**config.mk**
```make
export PLATFORM = sky130hd
export DESIGN_NAME = orv64_rf_dbg_access
export DESIGN_NICKNAME = d
export VERILOG_FILES = /design/src/rtl/orv64_param_pkg.sv /design/src/rtl/orv64_rf_dbg_access.sv
export SDC_FILE = /design/constraint.sdc
export NUM_CORES = 1
export LEC_CHECK = 0
export CORE_MARGIN = 2
export CORE_UTILIZATION = 45
export CTS_BUF_LIST = sky130_fd_sc_hd__clkbuf_8
export DETAILED_ROUTE_END_ITERATION = 12
export PLACE_DENSITY_LB_ADDON = 0.15
export SYNTH_ARGS = -nofsm -noshare
export SYNTH_HDL_FRONTEND = slang
export SYNTH_SLANG_ARGS = --single-unit
```
**constraint.sdc**
```tcl
create_clock -name clk -period 2.1 [get_ports clk]
set_input_delay 0.42 -clock clk [delete_from_list [all_inputs] [get_ports clk]]
set_output_delay 0.42 -clock clk [all_outputs]
set_load 0.01 [all_outputs]
```
**src/rtl/orv64_param_pkg.sv**
```systemverilog
// Shared types for the orv64 regfile debug access path.
package orv64_param_pkg;

    localparam int unsigned RF_WIDTH  = 64;
    localparam int unsigned RF_DEPTH  = 32;
    localparam int unsigned RF_ADDR_W = $clog2(RF_DEPTH);

    typedef enum logic [1:0] {
        RF_DBG_IDLE   = 2'd0,
        RF_DBG_ARB    = 2'd1,
        RF_DBG_RD_CAP = 2'd2,
        RF_DBG_RESP   = 2'd3
    } rf_dbg_state_e;

    typedef struct packed {
        logic                 we;
        logic [RF_ADDR_W-1:0] addr;
        logic [RF_WIDTH-1:0]  wdata;
    } rf_dbg_req_t;

    typedef struct packed {
        logic [RF_WIDTH-1:0] rdata;
        logic                err;
    } rf_dbg_resp_t;

endpackage

```
**src/rtl/orv64_rf_dbg_access.sv**
```systemverilog
// Debug-side GPR access: borrows one regfile read and one write port from the
// pipeline via rf_req/rf_gnt and returns results on a valid/ready channel.
module orv64_rf_dbg_access
    import orv64_param_pkg::*;
#(
    parameter int unsigned WIDTH       = RF_WIDTH,
    parameter int unsigned DEPTH       = RF_DEPTH,
    parameter int unsigned ADDR_W      = $clog2(DEPTH),
    parameter int unsigned GNT_TIMEOUT = 16
) (
    input  logic              clk,
    input  logic              rst,
    input  logic              halted,
    input  logic              dbg_req_valid,
    output logic              dbg_req_ready,
    input  logic              dbg_req_we,
    input  logic [ADDR_W-1:0] dbg_req_addr,
    input  logic [WIDTH-1:0]  dbg_req_wdata,
    output logic              dbg_resp_valid,
    input  logic              dbg_resp_ready,
    output logic [WIDTH-1:0]  dbg_resp_rdata,
    output logic              dbg_resp_err,
    output logic              rf_req,
    input  logic              rf_gnt,
    output logic              rf_re,
    output logic [ADDR_W-1:0] rf_ra,
    input  logic [WIDTH-1:0]  rf_rd,
    output logic              rf_we,
    output logic [ADDR_W-1:0] rf_wa,
    output logic [WIDTH-1:0]  rf_wd
);

    localparam int unsigned       CNT_W    = $clog2(GNT_TIMEOUT + 1);
    localparam logic [CNT_W-1:0]  CNT_LAST = CNT_W'(GNT_TIMEOUT - 1);

    rf_dbg_state_e     state_q, state_d;
    logic              we_q, we_d;
    logic [ADDR_W-1:0] addr_q, addr_d;
    logic [WIDTH-1:0]  wdata_q, wdata_d;
    logic [CNT_W-1:0]  cnt_q, cnt_d;
    logic [WIDTH-1:0]  rdata_q, rdata_d;
    logic              err_q, err_d;

    // Next-state, datapath and port decode
    always_comb begin
        state_d        = state_q;
        we_d           = we_q;
        addr_d         = addr_q;
        wdata_d        = wdata_q;
        cnt_d          = cnt_q;
        rdata_d        = rdata_q;
        err_d          = err_q;
        dbg_req_ready  = 1'b0;
        dbg_resp_valid = 1'b0;
        dbg_resp_rdata = '0;
        dbg_resp_err   = 1'b0;
        rf_req         = 1'b0;
        rf_re          = 1'b0;
        rf_ra          = '0;
        rf_we          = 1'b0;
        rf_wa          = '0;
        rf_wd          = '0;

        case (state_q)
            RF_DBG_IDLE: begin
                dbg_req_ready = 1'b1;
                if (dbg_req_valid) begin
                    we_d    = dbg_req_we;
                    addr_d  = dbg_req_addr;
                    wdata_d = dbg_req_wdata;
                    if (!halted) begin
                        rdata_d = '0;
                        err_d   = 1'b1;
                        state_d = RF_DBG_RESP;
                    end else begin
                        cnt_d   = '0;
                        state_d = RF_DBG_ARB;
                    end
                end
            end

            RF_DBG_ARB: begin
                rf_req = 1'b1;
                // A grant in the expiry cycle still wins over the timeout
                if (rf_gnt) begin
                    if (we_q) begin
                        if (addr_q != '0) begin
                            rf_we = 1'b1;
                            rf_wa = addr_q;
                            rf_wd = wdata_q;
                        end
                        rdata_d = '0;
                        err_d   = 1'b0;
                        state_d = RF_DBG_RESP;
                    end else begin
                        rf_re   = 1'b1;
                        rf_ra   = addr_q;
                        state_d = RF_DBG_RD_CAP;
                    end
                end else if (cnt_q == CNT_LAST) begin
                    rdata_d = '0;
                    err_d   = 1'b1;
                    state_d = RF_DBG_RESP;
                end else begin
                    cnt_d = cnt_q + CNT_W'(1);
                end
            end

            RF_DBG_RD_CAP: begin
                // Keep the read port reserved while its data returns
                rf_req  = 1'b1;
                rdata_d = (addr_q == '0) ? '0 : rf_rd;
                err_d   = 1'b0;
                state_d = RF_DBG_RESP;
            end

            RF_DBG_RESP: begin
                dbg_resp_valid = 1'b1;
                dbg_resp_rdata = rdata_q;
                dbg_resp_err   = err_q;
                if (dbg_resp_ready) begin
                    state_d = RF_DBG_IDLE;
                end
            end

            default: begin
                state_d = RF_DBG_IDLE;
            end
        endcase
    end

    always_ff @(posedge clk) begin
        if (rst) begin
            state_q <= RF_DBG_IDLE;
            we_q    <= 1'b0;
            addr_q  <= '0;
            wdata_q <= '0;
            cnt_q   <= '0;
            rdata_q <= '0;
            err_q   <= 1'b0;
        end else begin
            state_q <= state_d;
            we_q    <= we_d;
            addr_q  <= addr_d;
            wdata_q <= wdata_d;
            cnt_q   <= cnt_d;
            rdata_q <= rdata_d;
            err_q   <= err_d;
        end
    end

endmodule
```
## Yosys cells after proc, flatten, opt, wreduce, memory -nomap -nowiden

Index checks and enable logic that the tools add are counted.

| storage, ports and cells | value |
|---|---|
| register bits | 142 |
| input bits | 140 |
| output and inout bits | 144 |
| logic and storage cells | 78 |

| cells by class | value |
|---|---|
| add/sub/neg operators | 1 |
| equality and inequality tests | 12 |
| mux-type cells | 48 |
| reduce and logical (&&, ||, !) cells | 10 |

Operator list:

| kind | count |
|---|---|
| $mux W64 | 11 |
| $pmux W64 S3 | 1 |
| $mux W5 | 11 |
| $mux W1 | 17 |
| $ne A2 B2 Y1 const B | 6 |
| $mux W2 | 5 |
| $pmux W5 S2 | 1 |
| $reduce_and A5 Y1 | 2 |
| $pmux W2 S4 | 1 |
| $ne A3 B3 Y1 const B | 2 |
| $add A5 B1 Y5 const B | 1 |
| $eq A5 B4 Y1 const B | 1 |
| $logic_not A5 Y1 | 1 |
| $reduce_bool A5 Y1 | 1 |
| $eq A2 B2 Y1 const B | 2 |
| $pmux W1 S3 | 1 |
| $reduce_and A3 Y1 | 1 |
| $reduce_bool A3 Y1 | 1 |
| $eq A2 B1 Y1 const B | 1 |
| $logic_not A2 Y1 | 1 |
| $reduce_and A2 Y1 | 1 |
| $reduce_bool A2 Y1 | 1 |
| $reduce_or A2 Y1 | 1 |

## Depth between registers and ports, before layout

Gate-level depths: netlist of run 1.

| depth | value |
|---|---|
| depth after elaboration | 5 |
| depth in mapped cells | 8 |
| mapped depth without buffers | 6 |

## Worst setup path after synthesis of run 1

Ideal clock, no wire load.

| timing | value |
|---|---|
| kind | reg2out |
| start | register addr_q[1] |
| end | output port rf_wd[10] |
| data arrival time | 1465 ps |
| data required time | 1680 ps |
| path slack | 215 ps |
| stages on the path, launching flop included | 6 |
| path buffers | 2 |
| path through | dfxtp_1 or4_1 o21a_1 buf_4 buf_6 and2_1 |

| on the way | value |
|---|---|
| cells in the longest elaborated chain, start to end | 5 |

Ends and longest elaborated chain:

| element | line | text |
|---|---|---|
| from (decl) | orv64_rf_dbg_access.sv:38 | `logic [ADDR_W-1:0] addr_q, addr_d;` |
| from (signal assigned) | orv64_rf_dbg_access.sv:144 | `addr_q <= addr_d;` |
| $reduce_bool A5 Y1 | orv64_rf_dbg_access.sv:87 | `if (addr_q != '0) begin` |
| $mux W64 | orv64_rf_dbg_access.sv:87 |  |
| $mux W64 | orv64_rf_dbg_access.sv:86 | `if (we_q) begin` |
| $mux W64 | orv64_rf_dbg_access.sv:85 | `if (rf_gnt) begin` |
| $mux W64 | orv64_rf_dbg_access.sv:64 | `case (state_q)` |
| to (decl) | orv64_rf_dbg_access.sv:30 | `output logic [WIDTH-1:0] rf_wd` |

Every way passes these cells.

## Worst setup path after layout of run 1

| timing | value |
|---|---|
| start | register addr_q[4] |
| end | output port rf_wd[12] |

The elaborated chain is that of the path after synthesis.

==> results.toml, run 1 <==
[finish]
final-seq-area_um2 = 2850
multi_input_area_um2 = 3990
nets = 1261
fillCellCount = 1090
fin_util = 0.747
stdcell_count = 1313
antenna_cells = 0
area_growth_pct = 62.8
layout-drive-gt1-share = 0.329

[global_routing]
track_usage = 0.252
overflow = 0
antenna_found_initial = 0
grt_max_degree = 78
grt_pass1_wl_um = 32900
grt_pass1_vias = 6509

[run]
maxCapViolations = 0

[power]
ir_drop_uv = 515
p_leak_nw = 4.70
power_density_nw_per_um2 = 867

[clock_network]
clockRootBuffer = "clkbuf_8"
h-tree-depth = 4
path_clk_slew_ns = 0.08
clk_latency_ns = 0.44
cts_tree = "built"
cts_buffers = 17
clk_path_buf_depth = 2
cts.sinks = 142

[die]
io_pins = 284
die_h_um = 128
start_util = 0.458
die_x_um = 128
rows = 45
dieArea_um2 = 16400
core_area_um2 = 15100

[timing]
fin_skew_ns = 0.0121
slew_headroom = 0.524
drv_slew = 0
fin_crit_sh = 1.19
rsz0062_at_grt = "true"
hold_viol = 0
fmax_mhz = 401
period_needed_ns = 2.49
holdWs_ns = 0.458
setup_ws_ns = -0.395
worst_pin_slew_ns = 0.714
fin_tns_setup_ns = -34.73
setup_viol = 137

[synthesis]
yosysMostFrequentCell = "nand2_1"
ys_types = 37
synth-edff-count = 0
ys_seq_elements = 142
mappedNetlistNets = 976
ys_warn_count = 0
yosysTopAreaCell = "dfxtp_1"
synth_common_cells = "nand2_1 (213), dfxtp_1 (142), and2_1 (140)"
synthCells = 828
synth_area_per_cell_um2 = 8.35
async_reset_ff_frac = 0
synthTopCellsByArea = "dfxtp_1 (41%), and2_1 (13%), nand2_1 (12%), mux2i_1 (9.7%), o2111ai_1 (8.1%)"
synth.top_cell.area_share = 0.411
ys.flop_type = "dfxtp_1"
ys_seq_area_frac = 0.411
syn-cell-area_um2 = 6920

[hold_path]
hold_class = "reg2reg"

[critical_path]
worstPathRequired_ns = 1.68
start_kind = "flip-flop"
cp_max_fo = 12
critical_path_arrival_ns = 2.07
ff2ff_setup_slack_ns = 0
worstSetupPathType = "reg2out"
end_kind = "output pin"

[outcome]
violations = "negative setup slack"
status = "finished with violations"

[routing]
drc = 0
drt_iter0_drc = 420
wl_per_cell_um = 17.7
vias = 7013
drt_first_pass_iters = 5
postRouteWirelength_um = 23200
via_per_inst = 5.34
ant_nets = 0

[place]
dp_hpwl_um = 13400
place_congestion = 0.806
portBuffers = 283
dpl.cell_count = 1250
metal layers:
| layer | track usage | vias to the layer above | wire, µm | share of wire |
|---|---|---|---|---|
| met4 | 0.0737 | 0 | 306 | 0.013 |
| met3 | 0.0914 | 26 | 1980 | 0.085 |
| met1 | 0.310 | 3333 | 9350 | 0.40 |
| met5 | 0 | - | 0 | 0 |
| met2 | 0.415 | 262 | 11500 | 0.50 |
| li1 | - | 3392 | - | - |
area by class of cell:
type,count,area share
timing repair buffer,347,0.331
multi-input combinational,601,0.355
inverter,4,0.00178
sequential,142,0.253
clock inverter,11,0.0146
clock buffer,20,0.0244
tap,188,0.0209
cell usage in the layout, fill, tap and decap left out, drive strengths merged, types with 2 or more instances in the layout:
cell type	instances
dfxtp	142
ha	8
buf	173
nor3b	3
bufinv	4
a21oi	71
o21a	3
and3	2
and2	140
clkbuf	56
o31ai	2
nor2b	5
nand3	3
clkinvlp	2
clkinv	5
inv	4
nand2b	3
clkdlybuf4s50	138
nand2	213
or3	2
o2111ai	64
mux2i	67
metrics by stage:
stage	setup slack, ns	area [µm²]	power [W]
floorplan	0.215	6920	0.00562
global placement	-0.482	9970	0.00672
finish	-0.395	11300	0.00977
CTS	-0.546	10400	0.00941
global route	-0.453	11300	0.0103
detailed placement	-0.496	9970	0.00672
worst max-delay path, stage by stage (launching register included):
cell and delay (ns):
dfxtp_2 0.32, or4_4 0.57, o21a_4 0.30, buf_8 0.16
and2_1 0.16, clkbuf_2 0.12
power by group:
group	total (W)	switching [W]	internal, W
logic	0.00405	0.00216	0.00190
registers	0.00328	0.000226	0.00306
clock network	0.00243	0.00105	0.00138
worst paths after layout:
check | depth (start not counted) | endpoint | startpoint
worst max-delay path | 5 | rf_wd[12] | addr_q[4]$_SDFFE_PP0P_
worst min-delay path | 2 | wdata_q[24]$_SDFFE_PP0P_ | wdata_q[24]$_SDFFE_PP0P_
worst max register to register | 9 | state_q[1]$_SDFFE_PP0P_ | state_q[0]$_SDFFE_PP0P_
worst min register to register | 2 | wdata_q[24]$_SDFFE_PP0P_ | wdata_q[24]$_SDFFE_PP0P_
sequential cells by signal (all words and copies together) (netlist names):
register,cells
err_q,1
cnt_q,5
addr_q,5
wdata_q,64
rdata_q,64
we_q,1
state_q,2
logic make-up after synthesis:
family	count (synthesis)	synth area share
AND/OR/NAND/NOR	376	0.264
AO/OA/AOI/OAI	149	0.148
flip-flops	142	0.411
buffers and inverters	86	0.0651
multiplexers	67	0.0969
adder cells (fa/ha/maj)	8	0.0145
timing repair:
item                                    in CTS  in global routing
pin swaps                                    9                 68
gates resized for setup                    400                425
gates cloned                                 4                 12
endpoints found under the setup margin     144                142
hold buffers                                 0                  0
setup buffers                               11                 13
No activity file was read; power rests on OpenSTA's default activity.
==> run 2: changes to the inputs <==
- CORE_ASPECT_RATIO: not set -> 0.7
==> run 2 against run 1 <==
Against the previous run:
- the run still ends with negative setup slack left
- critical path depth stayed put
- sequential cell count unchanged
- critical path type unchanged
- sequential share of layout area increased by 0.30 points
- sequential power hardly changed
==> results.toml, run 2 (synthesis gave the netlist of run 1 again) <==
[finish]
multi_input_area_um2 = 3980
layout-drive-gt1-share = 0.319
biggestRegsByFlops = "rdata_q (64), wdata_q (64)"
final_cell_mix = "nand2_1 (211), clkdlybuf4s50_1 (138), dfxtp_1 (137)"
area_growth_pct = 61.0
stdcell_count = 1330
antenna_cells = 0
final_common_cell = "nand2_1"
final-seq-area_um2 = 2850
fillCellCount = 1118
nets = 1270
post-route-cell-area_um2 = 11100

[global_routing]
overflow = 0
grt_max_degree = 78
grt_pass1_vias = 6333
grt_pass1_wl_um = 33100
track_usage = 0.249
antenna_found_initial = 0

[timing]
rsz0062_at_grt = "true"
period_needed_ns = 2.49
holdWs_ns = 0.431
drv_slew = 0
fmax_mhz = 401
setup_ws_ns = -0.391
fin_skew_ns = 0.0216
fin_crit_sh = 1.19
worst_pin_slew_ns = 0.742
setup_viol = 132
slew_headroom = 0.505
hold_viol = 0

[place]
portBuffers = 283
dpl-instance-area_um2 = 9970
dpl.cell_count = 1263
dp_slack_ns = -0.513
place_congestion = 0.771
dp_hpwl_um = 13400

[clock_network]
cts_buffers = 17
clk_latency_ns = 0.44
clockRootBuffer = "clkbuf_8"
ctsHoldBuffers = 0
cts.sinks = 142
clk_path_buf_depth = 2
h-tree-depth = 4
path_clk_slew_ns = 0.09
cts_tree = "built"

[routing]
ant_nets = 0
via_per_inst = 5.23
vias = 6959
wl_per_cell_um = 17.5
drt_iter0_drc = 441
postRouteWirelength_um = 23300
drt_first_pass_iters = 5
drc = 0

[critical_path]
cp-startpoint = "addr_q[3]$_SDFFE_PP0P_"
critical_path_arrival_ns = 2.07
worstPathRequired_ns = 1.68
end_kind = "output pin"
reg2regPathDepth = 9
ff2ff_setup_slack_ns = -0.02
timing.rr.start = "state_q[0]$_SDFFE_PP0P_"
cp_max_fo = 7
start_kind = "flip-flop"
crit_path_end = "rf_wd[46]"
timing.rr.end = "state_q[1]$_SDFFE_PP0P_"
worstSetupPathType = "reg2out"

[power]
ir_drop_uv = 720
p_int_w = 0.00628
p_sw_frac = 0.361
p_switching_w = 0.00355
pwr-share-seq = 0.333
pwr-share-clk = 0.244
power_density_nw_per_um2 = 882
p_leak_nw = 4.68
total_power_w = 0.00983
pwr-share-comb = 0.423

[die]
io_pins = 284
dieArea_um2 = 16400
core_area_um2 = 14900
die_x_um = 152
rows = 37
start_util = 0.466
die_h_um = 108

[outcome]
violations = "negative setup slack"
status = "finished with violations"

[run]
maxCapViolations = 0

[hold_path]
hold_class = "in2reg"
run 2: how the worst min path moves through the flow:
stage	startpoint	end	cells after the start	slack (ns)
after floorplan	wdata_q[0]$_SDFFE_PP0P_	wdata_q[0]$_SDFFE_PP0P_	2	0.43
final	rst	state_q[1]$_SDFFE_PP0P_	3	0.43
after global placement	wdata_q[19]$_SDFFE_PP0P_	wdata_q[19]$_SDFFE_PP0P_	2	0.44
after global routing	rst	state_q[1]$_SDFFE_PP0P_	3	0.44
after detailed placement	wdata_q[32]$_SDFFE_PP0P_	wdata_q[32]$_SDFFE_PP0P_	2	0.44
after CTS	rst	state_q[1]$_SDFFE_PP0P_	3	0.40
run 2: through the flow:
step                      utilization  TNS [ns]
after detailed placement        0.671    -33.54
after CTS                       0.690    -30.83
final                           0.749    -32.36
after global routing            0.749    -39.62
after global placement          0.671    -30.73
after floorplan                     -         0
run 2: final cells by class:
class / count / area share
flip-flops and latches: 142 / 0.256
inverters: 4 / 0.00191
multi-input cells: 602 / 0.357
repair buffers: 355 / 0.324
clock buffers: 17 / 0.0210
clock inverters: 15 / 0.0175
well taps: 195 / 0.0219
run 2: power groups by stage:
stage	clock network, W	registers (W)	logic [W]
6_report	0.00240	0.00327	0.00416
5_1_grt	0.00256	0.00331	0.00443
4_1_cts	0.00244	0.00324	0.00369
3_5_place_dp	0	0.00329	0.00341
3_3_place_gp	0	0.00329	0.00340
2_1_floorplan	0	0.00323	0.00239
run 2: repair_timing:
action | CTS | global route
cloned | 4 | 13
setup buffers | 10 | 18
hold endpoints to repair | 0 | 0
pin swaps | 1 | 75
gates resized for setup | 481 | 330
setup endpoints to repair | 144 | 176
run 2: routing by layer:
layer  part of all wire  global-route usage
met1               0.44               0.317
met2               0.48               0.407
met3              0.068              0.0777
met4              0.017              0.0734
met5                  0                   0
run 2: worst max-delay path: stages (launching register included):
cell     delay, ns
dfxtp_2       0.32
or4_4         0.57
o21a_4        0.30
buf_6         0.16
and2_1        0.16
buf_2         0.13
==> edit, RTL diff (settings of run 2) <==
`rdata_q` no longer has a reset.
--- a/src/rtl/orv64_rf_dbg_access.sv
+++ b/src/rtl/orv64_rf_dbg_access.sv
@@ -136,7 +136,6 @@
             addr_q  <= '0;
             wdata_q <= '0;
             cnt_q   <= '0;
-            rdata_q <= '0;
             err_q   <= 1'b0;
         end else begin
             state_q <= state_d;
@@ -144,9 +143,12 @@
             addr_q  <= addr_d;
             wdata_q <= wdata_d;
             cnt_q   <= cnt_d;
-            rdata_q <= rdata_d;
             err_q   <= err_d;
         end
     end
 
+    always_ff @(posedge clk) begin
+        rdata_q <= rdata_d;
+    end
+
 endmodule
Check against the original RTL: no difference found for any inputs over 4 cycles, from zero or initial values and one cycle with rst high; that may be too few to reach the edited logic, so the function may still have changed.
==> edit against run 2 <==
The run still ends with setup timing left. Non-clock buffer count increased by 2. Final area fell by 4.5%. Cell count down 10%. Global-route usage is 0.71 points lower. First-iteration DRC count is 39% lower. Critical path depth grew 4. Wire length down 11%. Total power rose by 9.3%. Synthesized cell count down 20%. Area after synthesis is 9.1% lower. Worst setup slack better by 0.071 ns. Sequential cell count unchanged. Critical path type unchanged. Critical endpoint is now rf_wd[39].
==> edit: results (changes against run 2) <==
| Metric | Value |
|---|---|
| TritonCTS Buffers | 17 (unchanged) |
| Count of synthesis-stage warnings from yosys | 0 (unchanged) |
| Number of cells produced by synthesis | 663 (was 828) |
| Via total after detailed routing | 5925 (was 6959) |
| First-iteration detailed-routing DRC count | 271 (was 441) |
| Top cells by count, synth | 204 x and2_1, 144 x nand2_1, 78 x dfxtp_1 (was 213 x nand2_1, 142 x dfxtp_1, 140 x and2_1) |
| ANT cells | 0 (unchanged) |
| Worst voltage drop across the vdd grid | 0.6684 mV (was 0.7201 mV) |
| Total half-perimeter wirelength after legalization and detailed placement | 12050 microns (was 13360 microns) |
| Seq/Total Area, Yosys | 55.39% (was 41.09%) |
| Setup Viol. Count Final | 199 (was 132) |
| Total placed instance area | 9552 sq um (was 9970 sq um) |
| Crit-path max FO | 8 (was 7) |
| Regs by FF count | rdata_q x64, wdata_q x64 (unchanged) |
| Proportion of synthesized flip-flops having asynchronous set or reset | 0% (unchanged) |
| Proportion of layout cells with a drive suffix above 1 | 34.49% (was 31.89%) |
| Classification of the worst setup path | register to output port (unchanged) |
| Root Driver | clkbuf_8 (unchanged) |
| Number of cells traversed by the worst hold path | 2 (was 3) |
| Top cells by area in the synthesized netlist | edfxtp_1 31%, dfxtp_1 25%, and2_1 20%, nand2_1 8.6%, a21oi_1 5.9% (was dfxtp_1 41%, and2_1 13%, nand2_1 12%, mux2i_1 9.7%, o2111ai_1 8.1%) |
| Clock Pin Slew Worst Setup and Hold Paths | 0.08 ns |
| Drt first pass iters | 5 (unchanged) |
| Number of global-route vias before repair | 5536 (was 6333) |
| Pin count of the biggest net entering global routing | 71 (was 78) |
| Transition time of the tightest slew-check pin | 0.7580 ns (was 0.7424 ns) |
| Skew-Pair Late Insertion Delay | 0.46 ns (was 0.44 ns) |
| Violations in the final reports | setup timing (unchanged) |
| Final Net Count | 1140 (was 1270) |
| Gpl congestion | 0.8003 (was 0.7712) |
| Reg2Reg Depth | 10 (was 9) |
| Outcome | complete, but fails checks (unchanged) |
| Worst setup skew after layout | 0.01249 ns (was 0.02156 ns) |
| Fillers | 965 (was 1118) |
| Static leakage | 0.004540 uW (was 0.004683 uW) |
| First-pass GRT wire length | 28210 microns (was 33130 microns) |
| Detail-routed net length per standard cell | 17.25 microns (was 17.50 microns) |
| Post-Synthesis Net Count | 810 (was 976) |
| Number of synthesized flops with an enable pin | 64 (was 0) |
| Final critical-path setup slack | -0.3202 ns (was -0.3913 ns) |
| Total global routing track utilization | 24.17% (was 24.88%) |
| Data arrival at the endpoint of the critical path | 2.00 ns (was 2.07 ns) |
| Synth unique cells | 36 (was 37) |
| CTS Sinks | 142 (unchanged) |
| Flip-flop cell with the highest count after synthesis | dfxtp_1 (unchanged) |
| CTS hold repair buffers | 0 (unchanged) |
| Count of placed standard cells in the final layout, fillers left out | 1196 (was 1330) |
## edit: changes by cell type in the layout (fill, tap and decap cells not counted), sizes merged, moves of 3 or more
| cell | delta |
|---|---|
| nand2 | -69 |
| mux2i | -65 |
| and2 | +64 |
| dfxtp | -64 |
| edfxtp | +64 |
| o2111ai | -64 |
| buf | +12 |
| clkbuf | -10 |
| clkinv | +5 |
| a21boi | +4 |
| a21oi | +3 |
## edit: logic make-up (layout without fill, tap and decap cells)
family / Yosys count / in the layout / synth area share, %
AND/OR/NAND/NOR: 370 / 370 / 31.24
buffers and inverters: 52 / 394 / 3.422
AO/OA/AOI/OAI: 90 / 91 / 8.238
adder cells (fa/ha/maj): 7 / 7 / 1.393
flip-flops: 142 / 142 / 55.39
multiplexers: 2 / 2 / 0.3184
## edit: cell type report
cell class | count | share of cell area (%)
clock buffers | 17 | 2.200
clock inverters | 15 | 1.530
inverters | 5 | 0.1765
multi-input cells | 470 | 27.11
flip-flops and latches | 142 | 32.84
well taps | 190 | 2.236
repair buffers | 357 | 33.91
## edit: final timing paths
path                                                from                         to  slack [ns]
worst min register to register  wdata_q[33]$_SDFFE_PP0P_   wdata_q[33]$_SDFFE_PP0P_        0.45
worst max-delay path             state_q[1]$_SDFFE_PP0P_                  rf_wd[39]       -0.32
worst max register to register   state_q[1]$_SDFFE_PP0P_  rdata_q[33]$_SDFFCE_PP0P_       -0.08
worst min-delay path                                 rst   wdata_q[27]$_SDFFE_PP0P_        0.37
## edit: routing by layer
| metal | wire (microns) | GRT usage, % |
|---|---|---|
| met4 | 297 | 7.617 |
| met5 | 0 | 0 |
| met1 | 8463 | 28.49 |
| met3 | 1499 | 9.027 |
| met2 | 10370 | 41.85 |
## edit: stage by stage
step / utilization [%] / setup TNS (ns) / hold WS [ns] / setup WS, ns
finish: 77.15 / -25.98 / 0.3731 / -0.3202
global route: 77.15 / -46.26 / 0.3725 / -0.4121
CTS: 72.16 / -21.08 / 0.3510 / -0.3198
detailed placement: 69.30 / -53.43 / 0.4435 / -0.5721
global placement: 69.30 / -50.09 / 0.4361 / -0.5422
floorplan: - / -99.28 / 0.4301 / -1.528
## edit: report_power, final
part	internal, uW	switching [uW]	leakage [uW]
logic	2120	2020	0.00305
clock network	1070	1160	0.000201
registers	4030	331	0.00129
## edit: worst max-delay path: stages (launching register included)
cell and delay, ns:
dfxtp_2 0.33, inv_2 0.07, ha_4 0.12, and3_4 0.19, a21boi_4 0.22, buf_6 0.14, buf_12 0.11, buf_16 0.12
and2_4 0.14, buf_6 0.09
## edit: timing repair
| item | 4_1_cts | 5_1_grt |
|---|---|---|
| gates cloned | 6 | 16 |
| pin swaps | 26 | 27 |
| setup buffers | 12 | 15 |
| hold endpoints to repair | 0 | 0 |
| endpoints found under the setup margin | 208 | 264 |
| resized for setup | 561 | 210 |
